## src/rtl/acc_filter_unit.sv

```systemverilog
// Accumulates valid ADC samples into units of unit_len_i samples, compares each
// unit sum to a threshold and confirms a hit after acc_confirm_i consecutive hits.
module acc_filter_unit #(
  parameter real TCQ       = 0.1,
  parameter int  ADC_WIDTH = 16
) (
  input  logic                   clk_i,
  input  logic                   rst_i,
  input  logic                   acc_en_i,
  input  logic [ADC_WIDTH-1:0]   adc_data_i,
  input  logic                   adc_valid_i,
  input  logic [9:0]             unit_len_i,
  input  logic [ADC_WIDTH+9:0]   acc_thre_i,
  input  logic [3:0]             acc_confirm_i,
  output logic                   filter_unit_flag_o,
  output logic                   filter_acc_result_o,
  output logic [ADC_WIDTH+9:0]   filter_unit_sum_o,
  output logic                   dbg_state_o
);

  localparam int SW = ADC_WIDTH + 10;

  // Delay is a simulation-only annotation; a negative value has no meaning.
  if (TCQ < 0.0) begin : g_tcq_negative
  end

  typedef enum logic {IDLE = 1'b0, ACC = 1'b1} state_t;

  state_t        state;
  logic [9:0]    cnt;
  logic [9:0]    len_q;
  logic [SW-1:0] sum;
  logic [SW-1:0] done_sum;
  logic          done_q;
  logic          flag_pend;
  logic [3:0]    hit_run;

  logic          accept;
  logic          unit_end;
  logic          hit;
  logic [9:0]    len_eff;
  logic [3:0]    confirm_eff;
  logic [3:0]    hit_run_nxt;
  logic [SW-1:0] sum_nxt;

  // Sample stream: adc_data_i is taken on any edge where adc_valid_i=1 while
  // accumulating with acc_en_i=1; there is no back-pressure, so a sample
  // presented at any other time is simply ignored.
  assign accept      = (state == ACC) && acc_en_i && adc_valid_i;
  assign sum_nxt     = sum + {10'd0, adc_data_i};
  assign unit_end    = accept && ((cnt + 10'd1) == len_q);
  assign len_eff     = (unit_len_i == 10'd0) ? 10'd1 : unit_len_i;
  assign confirm_eff = (acc_confirm_i == 4'd0) ? 4'd1 : acc_confirm_i;
  assign hit         = (done_sum >= acc_thre_i);
  assign hit_run_nxt = !hit ? 4'd0 : ((hit_run == 4'hF) ? 4'hF : hit_run + 4'd1);
  assign dbg_state_o = (state == ACC);

  always_ff @(posedge clk_i) begin
    if (rst_i) begin
      state               <= IDLE;
      cnt                 <= '0;
      len_q               <= 10'd1;
      sum                 <= '0;
      done_sum            <= '0;
      done_q              <= 1'b0;
      flag_pend           <= 1'b0;
      hit_run             <= '0;
      filter_unit_flag_o  <= 1'b0;
      filter_acc_result_o <= 1'b0;
      filter_unit_sum_o   <= '0;
    end else begin
      // Three-stage tail: capture at k, decide at k+1, flag at k+2.
      done_q             <= unit_end;
      flag_pend          <= done_q;
      filter_unit_flag_o <= flag_pend;
      if (unit_end)
        done_sum <= sum_nxt;

      case (state)
        IDLE: begin
          if (acc_en_i) begin
            state <= ACC;
            cnt   <= '0;
            sum   <= '0;
            len_q <= len_eff;
          end
        end
        ACC: begin
          if (!acc_en_i) begin
            state <= IDLE;
            cnt   <= '0;
            sum   <= '0;
          end else if (unit_end) begin
            cnt   <= '0;
            sum   <= '0;
            len_q <= len_eff;
          end else if (accept) begin
            cnt <= cnt + 10'd1;
            sum <= sum_nxt;
          end
        end
        default: state <= IDLE;
      endcase

      // A completed unit always wins; an abandoned partial unit breaks the hit run.
      if (done_q) begin
        filter_unit_sum_o   <= done_sum;
        hit_run             <= hit_run_nxt;
        filter_acc_result_o <= (hit_run_nxt >= confirm_eff);
      end else if ((state == ACC) && !acc_en_i && (cnt != 10'd0)) begin
        hit_run             <= '0;
        filter_acc_result_o <= 1'b0;
      end
    end
  end

endmodule

```

## config.mk

```make
export PLATFORM = sky130hd
export DESIGN_NAME = acc_filter_unit
export DESIGN_NICKNAME = d
export VERILOG_FILES = /design/src/rtl/acc_filter_unit.sv
export SDC_FILE = /design/constraint.sdc
export NUM_CORES = 1
export LEC_CHECK = 0
export CAP_MARGIN = 15
export CORE_ASPECT_RATIO = 0.9
export CORE_MARGIN = 2
export CORE_UTILIZATION = 50
export CTS_CLUSTER_SIZE = 20
export DETAILED_ROUTE_END_ITERATION = 12
export PLACE_DENSITY = 0.86
export SKIP_LAST_GASP = 1
export SYNTH_ARGS = -nofsm -noshare
export SYNTH_HDL_FRONTEND = slang
export SYNTH_SLANG_ARGS = --single-unit
```

## constraint.sdc

```tcl
create_clock -name clk_i -period 6 [get_ports clk_i]
set_clock_uncertainty 0.15 [all_clocks]
set_input_delay 1.8 -clock clk_i [delete_from_list [all_inputs] [get_ports clk_i]]
set_output_delay 1.8 -clock clk_i [all_outputs]
set_load 0.005 [all_outputs]
```

==> results of run 1 <==
[worst min-delay path by stage]
stage,from,to,slack [ns],cells past startpoint
after floorplan,flag_pend$_SDFF_PP0_,filter_unit_flag_o$_SDFF_PP0_,0.26,1
after global placement,flag_pend$_SDFF_PP0_,filter_unit_flag_o$_SDFF_PP0_,0.27,1
after detailed placement,flag_pend$_SDFF_PP0_,filter_unit_flag_o$_SDFF_PP0_,0.29,1
after CTS,flag_pend$_SDFF_PP0_,filter_unit_flag_o$_SDFF_PP0_,0.30,1
after global routing,flag_pend$_SDFF_PP0_,filter_unit_flag_o$_SDFF_PP0_,0.33,1
final,flag_pend$_SDFF_PP0_,filter_unit_flag_o$_SDFF_PP0_,0.30,1
[cell families after synthesis]
family | synth area share [%]
fa+ha+maj | 10.8
compound gates | 17.3
flops | 36.5
simple gates | 16.1
mux | 8.52
xor+xnor | 5.37
buf+inv | 5.47
[metal layers]
metal | track usage [%] | routed length, um | vias up
met1 | 27.9 | 6100 | 2357
met5 | 0 | 0 | -
li1 | - | - | 2498
met4 | 6.54 | 223 | 0
met3 | 4.63 | 800 | 21
met2 | 38.2 | 6620 | 181
[per-stage QoR]
stage                     hold slack [ns]  util (%)  cells  cell area, sq um  setup WS (ns)
after floorplan                     0.264         -    659              5880           1.42
after CTS                           0.305      62.3    891              7120           1.01
after global routing                0.326      62.3    891              7120          0.736
final                               0.297      62.3    891              7120           1.03
after detailed placement            0.288      59.7    876              6820          0.641
after global placement              0.270      59.7    876              6820          0.763
[area by class of cell]
cell class                 count  area [sq um]
inverter                      39           146
sequential                   107          2140
tap                          156           195
timing repair buffer          93           913
multi-input combinational    481          3430
fill                         912          4320
clock inverter                 6          70.1
clock buffer                   9           225
[registers in the layout, indices dropped and copies added (netlist names)]
signal / cells
dbg_state_o: 1
filter_unit_sum_o: 26
cnt: 10
len_q: 10
hit_run: 4
filter_unit_flag_o: 1
done_q: 1
sum: 26
filter_acc_result_o: 1
flag_pend: 1
done_sum: 26
[synth_stat cells, types with 16 or more instances]
library cell	instances	area, sq um
a21oi_1	34	170
a22o_1	16	140
a31oi_1	24	150
dfxtp_1	107	2140
ha_1	49	613
inv_1	39	146
mux2i_1	50	500
nand2_1	32	120
nor2_1	89	334
o21ai_0	21	105
xnor2_1	24	210
[critical path: stages]
cell and delay, ns:
clkdlybuf4s50_1 0.46, inv_1 0.05, ha_1 0.30, a21o_1 0.16, a21o_1 0.16, a2111oi_0 0.37, o31ai_1 0.16, a21oi_1 0.50
nand2b_1 0.19, ha_1 0.22, nand2b_1 0.14, a21o_1 0.18, a21o_1 0.17, a21oi_1 0.12, o21ai_0 0.08
[power groups by stage]
| stage | combinational, mW | clock (mW) | sequential, mW |
|---|---|---|---|
| final | 0.149 | 0.603 | 0.728 |
| after global routing | 0.163 | 0.640 | 0.729 |
| after CTS | 0.149 | 0.611 | 0.728 |
| after detailed placement | 0.147 | 0 | 0.744 |
| after global placement | 0.141 | 0 | 0.744 |
| after floorplan | 0.0870 | 0 | 0.740 |
==> run_results.csv, run 1 <==
group,metric,value,unit
outcome,status,"finished, final reports clean",
timing,hold_violations,0,
worst_setup_path,r2r-start,"cnt[0]$_SDFFE_PP0P_",
cts,root_buffer,"clkbuf_16",
cts,cts_tree,"yes",
worst_setup_path,cp-start-kind,"input port",
power_and_ir_drop,clock_power_share,40.8,%
worst_setup_path,r2r_slack,2.23,ns
cells_and_area,final_common_cell,"dfxtp_1",
synth,ys_async_sr_fraction,0,%
synth,synth_ff_type,"dfxtp_1",
route,drc,0,
run,maxCapViolations,0,
cts,cts-resized-gates,0,
cts,cts_hold_buf,0,
worst_setup_path,critPathRequiredTime,6.07,ns
grt,grt_pass1_vias,5001,
timing,slew_violations,0,
timing,tightest_slew,1.13,ns
timing,min_period,4.97,ns
cells_and_area,layout_common_cells,"dfxtp_1, nor2_1, clkdlybuf4s50_1",
worst_setup_path,end_kind,"register",
grt,grt_pass1_wl,23200,um
power_and_ir_drop,leakage,2.83,nW
cts,htreeDepth,3,
timing,finalSetupTns,0,ns
synth,synth_seq_area_share,36.5,%
place,port_buffers,88,
cts,cts_buffers,9,
cts,clk_path_buf_depth,2,
worst_setup_path,crit_start,"acc_thre_i[15]",
synth,synth.avg_cell_area,8.92,sq um
worst_setup_path,critPathCapture,"filter_acc_result_o$_SDFFE_PP0P_",
route,dr.pass1.iters,5,
power_and_ir_drop,power,1.48,mW
power_and_ir_drop,power.switching,360,uW
route,first_iter_violations,295,
route,vias,5057,
grt,gr-total-overflow,0,
grt,antenna_found_initial,0,
place,hpwl,10000,um
synth,synth_fp_nets,769,
die,coreArea,11400,sq um
worst_setup_path,critical_path_class,"in2reg",
synth,netlist_area,5880,sq um
synth,ys_types,59,
timing,timing.final.crit_share,82.9,%
power_and_ir_drop,sequentialPowerShare,49.2,%
cts,clk_latency,0.35,ns
worst_setup_path,cp_max_fo,9,
die,die_area,12600,sq um
worst_setup_path,arrival,5.05,ns
die,num_rows,37,
timing,slew_headroom,24.6,%
synth,yosys_warnings,0,
cells_and_area,area_growth,21.2,%
grt,grt_max_degree,72,
die,start_util,51.4,%
worst_setup_path,worst_r2r_path_depth,10,
worst_hold_path,worstHoldPathType,"reg2reg",
power_and_ir_drop,p_int,1.12,mW
power_and_ir_drop,p_sw_share,24.3,%
cts,cts_setup_buffers,0,
route,drt_wl_total,13800,um
timing,setup_viol,0,
route,viasPerCell,5.68,
die,io_pins,89,
timing,fmax,201,MHz
cells_and_area,drive_gt1_share,4.63,%
die,die_height,107,um
synth,synth_seq_cells,107,
route,antenna_left,0,
power_and_ir_drop,pwr-share-comb,10.0,%
cells_and_area,diodes,0,
cts,clk_pin_slew,0.07,ns
power_and_ir_drop,power_density,208,nW/um^2
synth,synth_edf_count,0,
worst_setup_path,r2r_end,"sum[22]$_SDFFE_PP0P_",
route,wl_per_cell,15.4,um
place,gp_congestion,0.911,
cts,cts.sinks,107,
synth,synth_cells,659,
die,fp.dieW,118,um
grt,grt_usage,22.1,%
cells_and_area,fin_nets,841,
timing,rsz0062_at_grt,"no",
power_and_ir_drop,peakVddDrop,135,uV
(Power assumes the default switching activity.)
==> run 2: changes to the inputs <==
==> constraint.sdc (replaced) <==
create_clock -name clk_i -period 5.2 [get_ports clk_i]
set_clock_uncertainty 0.15 [all_clocks]
set_input_delay 1.56 -clock clk_i [delete_from_list [all_inputs] [get_ports clk_i]]
set_output_delay 1.56 -clock clk_i [all_outputs]
set_load 0.005 [all_outputs]
==> run 2 against run 1 <==
Against the previous run: count of clock-buffer cells in the layout up 2; sequential power increased by 15%; critical path depth stayed put; global-route usage increased by 0.057 points; register-to-register slack worse by 0.38 ns; first-iteration DRC count up 0.34%; via count shrank 2.2%; worst hold slack about the same; core utilization increased by 0.38 points; sequential share of layout area decreased by 0.18 points; die area is the same; critical endpoint unchanged; highest routed layer unchanged.
==> run_results.csv, run 2 (synthesis results as in run 1) <==
group,metric,value,unit
timing,slew_headroom,37.2,%
cells_and_area,reg_top3,"done_sum: 26 flops, filter_unit_sum_o: 26 flops, sum: 26 flops",
power_and_ir_drop,leakage,2.85,nW
grt,grt_max_degree,46,
timing,min_period,4.45,ns
die,num_rows,37,
cells_and_area,area_growth,21.9,%
route,drt_wl_total,13700,um
worst_setup_path,critical_path_class,"in2reg",
cts,cts.sinks,107,
die,die_area,12600,sq um
timing,tightest_slew,0.936,ns
worst_setup_path,r2r_slack,1.85,ns
grt,grt_pass1_wl,23100,um
cts,clk_pin_slew,0.07,ns
worst_setup_path,r2r-start,"cnt[0]$_SDFFE_PP0P_",
timing,hold_slack,0.297,ns
grt,use_met2,38.8,%
grt,antenna_found_initial,0,
die,fp.dieW,118,um
cells_and_area,drive_gt1_share,4.88,%
cts,root_buffer,"clkbuf_16",
timing,hold_violations,0,
cells_and_area,fin_nets,844,
grt,grt_util_met3,4.15,%
cts,htreeDepth,3,
cells_and_area,final_common_cell,"dfxtp_1",
cts,cts_setup_buffers,0,
cells_and_area,diodes,0,
grt,top_usage_layer,"met2",
outcome,status,"finished, final reports clean",
grt,grt_pass1_vias,4932,
grt,grt_usage,22.2,%
cells_and_area,fillCellCount,943,
place,gp_congestion,0.919,
route,drc,0,
route,antenna_left,0,
die,io_pins,89,
timing,finalSetupTns,0,ns
cts,cts-resized-gates,0,
grt,gr-total-overflow,0,
route,vias,4946,
worst_setup_path,cp-start-kind,"input port",
route,dr.pass1.iters,5,
timing,rsz0062_at_grt,"no",
power_and_ir_drop,peakVddDrop,140,uV
worst_setup_path,r2r_end,"done_sum[19]$_SDFFE_PP0P_",
timing,slew_violations,0,
die,die_height,107,um
route,first_iter_violations,296,
cts,cts_hold_buf,0,
worst_setup_path,worst_r2r_path_depth,9,
power_and_ir_drop,power_density,243,nW/um^2
cts,cts_buffers,9,
cells_and_area,multiInputGateArea,3430,sq um
cells_and_area,layout_common_cells,"dfxtp_1, nor2_1, clkdlybuf4s50_1",
grt,grtUsageMet1,28.1,%
timing,setup_viol,0,
route,viasPerCell,5.53,
place,port_buffers,88,
worst_setup_path,end_kind,"register",
cts,cts_tree,"yes",
cts,clk_path_buf_depth,2,
worst_hold_path,worstHoldPathType,"reg2reg",
cells_and_area,final_util,62.6,%
worst_setup_path,cp_max_fo,4,
timing,timing.final.crit_share,85.6,%
die,start_util,51.4,%
die,coreArea,11400,sq um
cells_and_area,regArea,2140,sq um
worst_setup_path,arrival,4.53,ns
timing,fmax,225,MHz
route,wl_per_cell,15.3,um
place,hpwl,10000,um
run,maxCapViolations,0,
worst_setup_path,crit_start,"acc_thre_i[9]",
worst_setup_path,critPathCapture,"filter_acc_result_o$_SDFFE_PP0P_",
worst_setup_path,critPathRequiredTime,5.28,ns
cts,clk_latency,0.34,ns
[run 2: changes by cell type in the layout (fill, tap and decap cells not counted), sizes merged]
cell and delta:
buf +3, clkbuf +2, inv -2, bufinv +1, clkinv -1
[run 2: power breakdown]
part	total, mW	internal (mW)	leakage, nW	switching, mW
registers	0.840	0.829	0.864	0.0110
clock network	0.729	0.434	0.156	0.296
logic	0.172	0.0869	1.83	0.0848
total	1.74	1.35	2.85	0.391
[run 2: routing by layer]
metal / share of wire [%] / up-vias
met3: 4.7 / 10
met5: 0 / -
met1: 45 / 2316
met2: 49 / 129
li1: - / 2491
met4: 0.84 / 0
[run 2: final cells by class]
class | count | area share [%]
Clock buffer | 11 | 3.39
Clock inverter | 4 | 1.03
Inverter | 39 | 2.04
Multi-Input combinational cell | 481 | 47.8
Sequential cell | 107 | 29.9
Tap cell | 156 | 2.72
Timing Repair Buffer | 96 | 13.1
[run 2: worst min-delay path by stage]
stage,start,to,slack [ns],depth (start not counted)
6_report,flag_pend$_SDFF_PP0_,filter_unit_flag_o$_SDFF_PP0_,0.30,1
3_5_place_dp,flag_pend$_SDFF_PP0_,filter_unit_flag_o$_SDFF_PP0_,0.29,1
3_3_place_gp,flag_pend$_SDFF_PP0_,filter_unit_flag_o$_SDFF_PP0_,0.27,1
2_1_floorplan,flag_pend$_SDFF_PP0_,filter_unit_flag_o$_SDFF_PP0_,0.26,1
4_1_cts,flag_pend$_SDFF_PP0_,filter_unit_flag_o$_SDFF_PP0_,0.31,1
5_1_grt,flag_pend$_SDFF_PP0_,filter_unit_flag_o$_SDFF_PP0_,0.33,1
[run 2: worst max-delay path, cell delays in order]
cell,delay (ns)
clkdlybuf4s50_1,0.45
inv_1,0.04
ha_1,0.30
a21oi_1,0.27
nor2_1,0.07
a2111oi_0,0.35
o31ai_1,0.17
a21oi_1,0.26
nand2b_1,0.15
ha_1,0.22
nand2b_1,0.14
a21o_1,0.17
a21o_1,0.16
a21oi_1,0.13
o21ai_0,0.08
[run 2: through the flow]
stage,area [sq um],total power [mW],instances,worst slack (ns)
2_1_floorplan,5880,0.955,659,0.860
3_3_place_gp,6850,1.02,879,0.431
3_5_place_dp,6850,1.03,879,0.375
4_1_cts,7160,1.75,894,0.739
5_1_grt,7160,1.80,894,0.489
6_report,7160,1.74,894,0.748
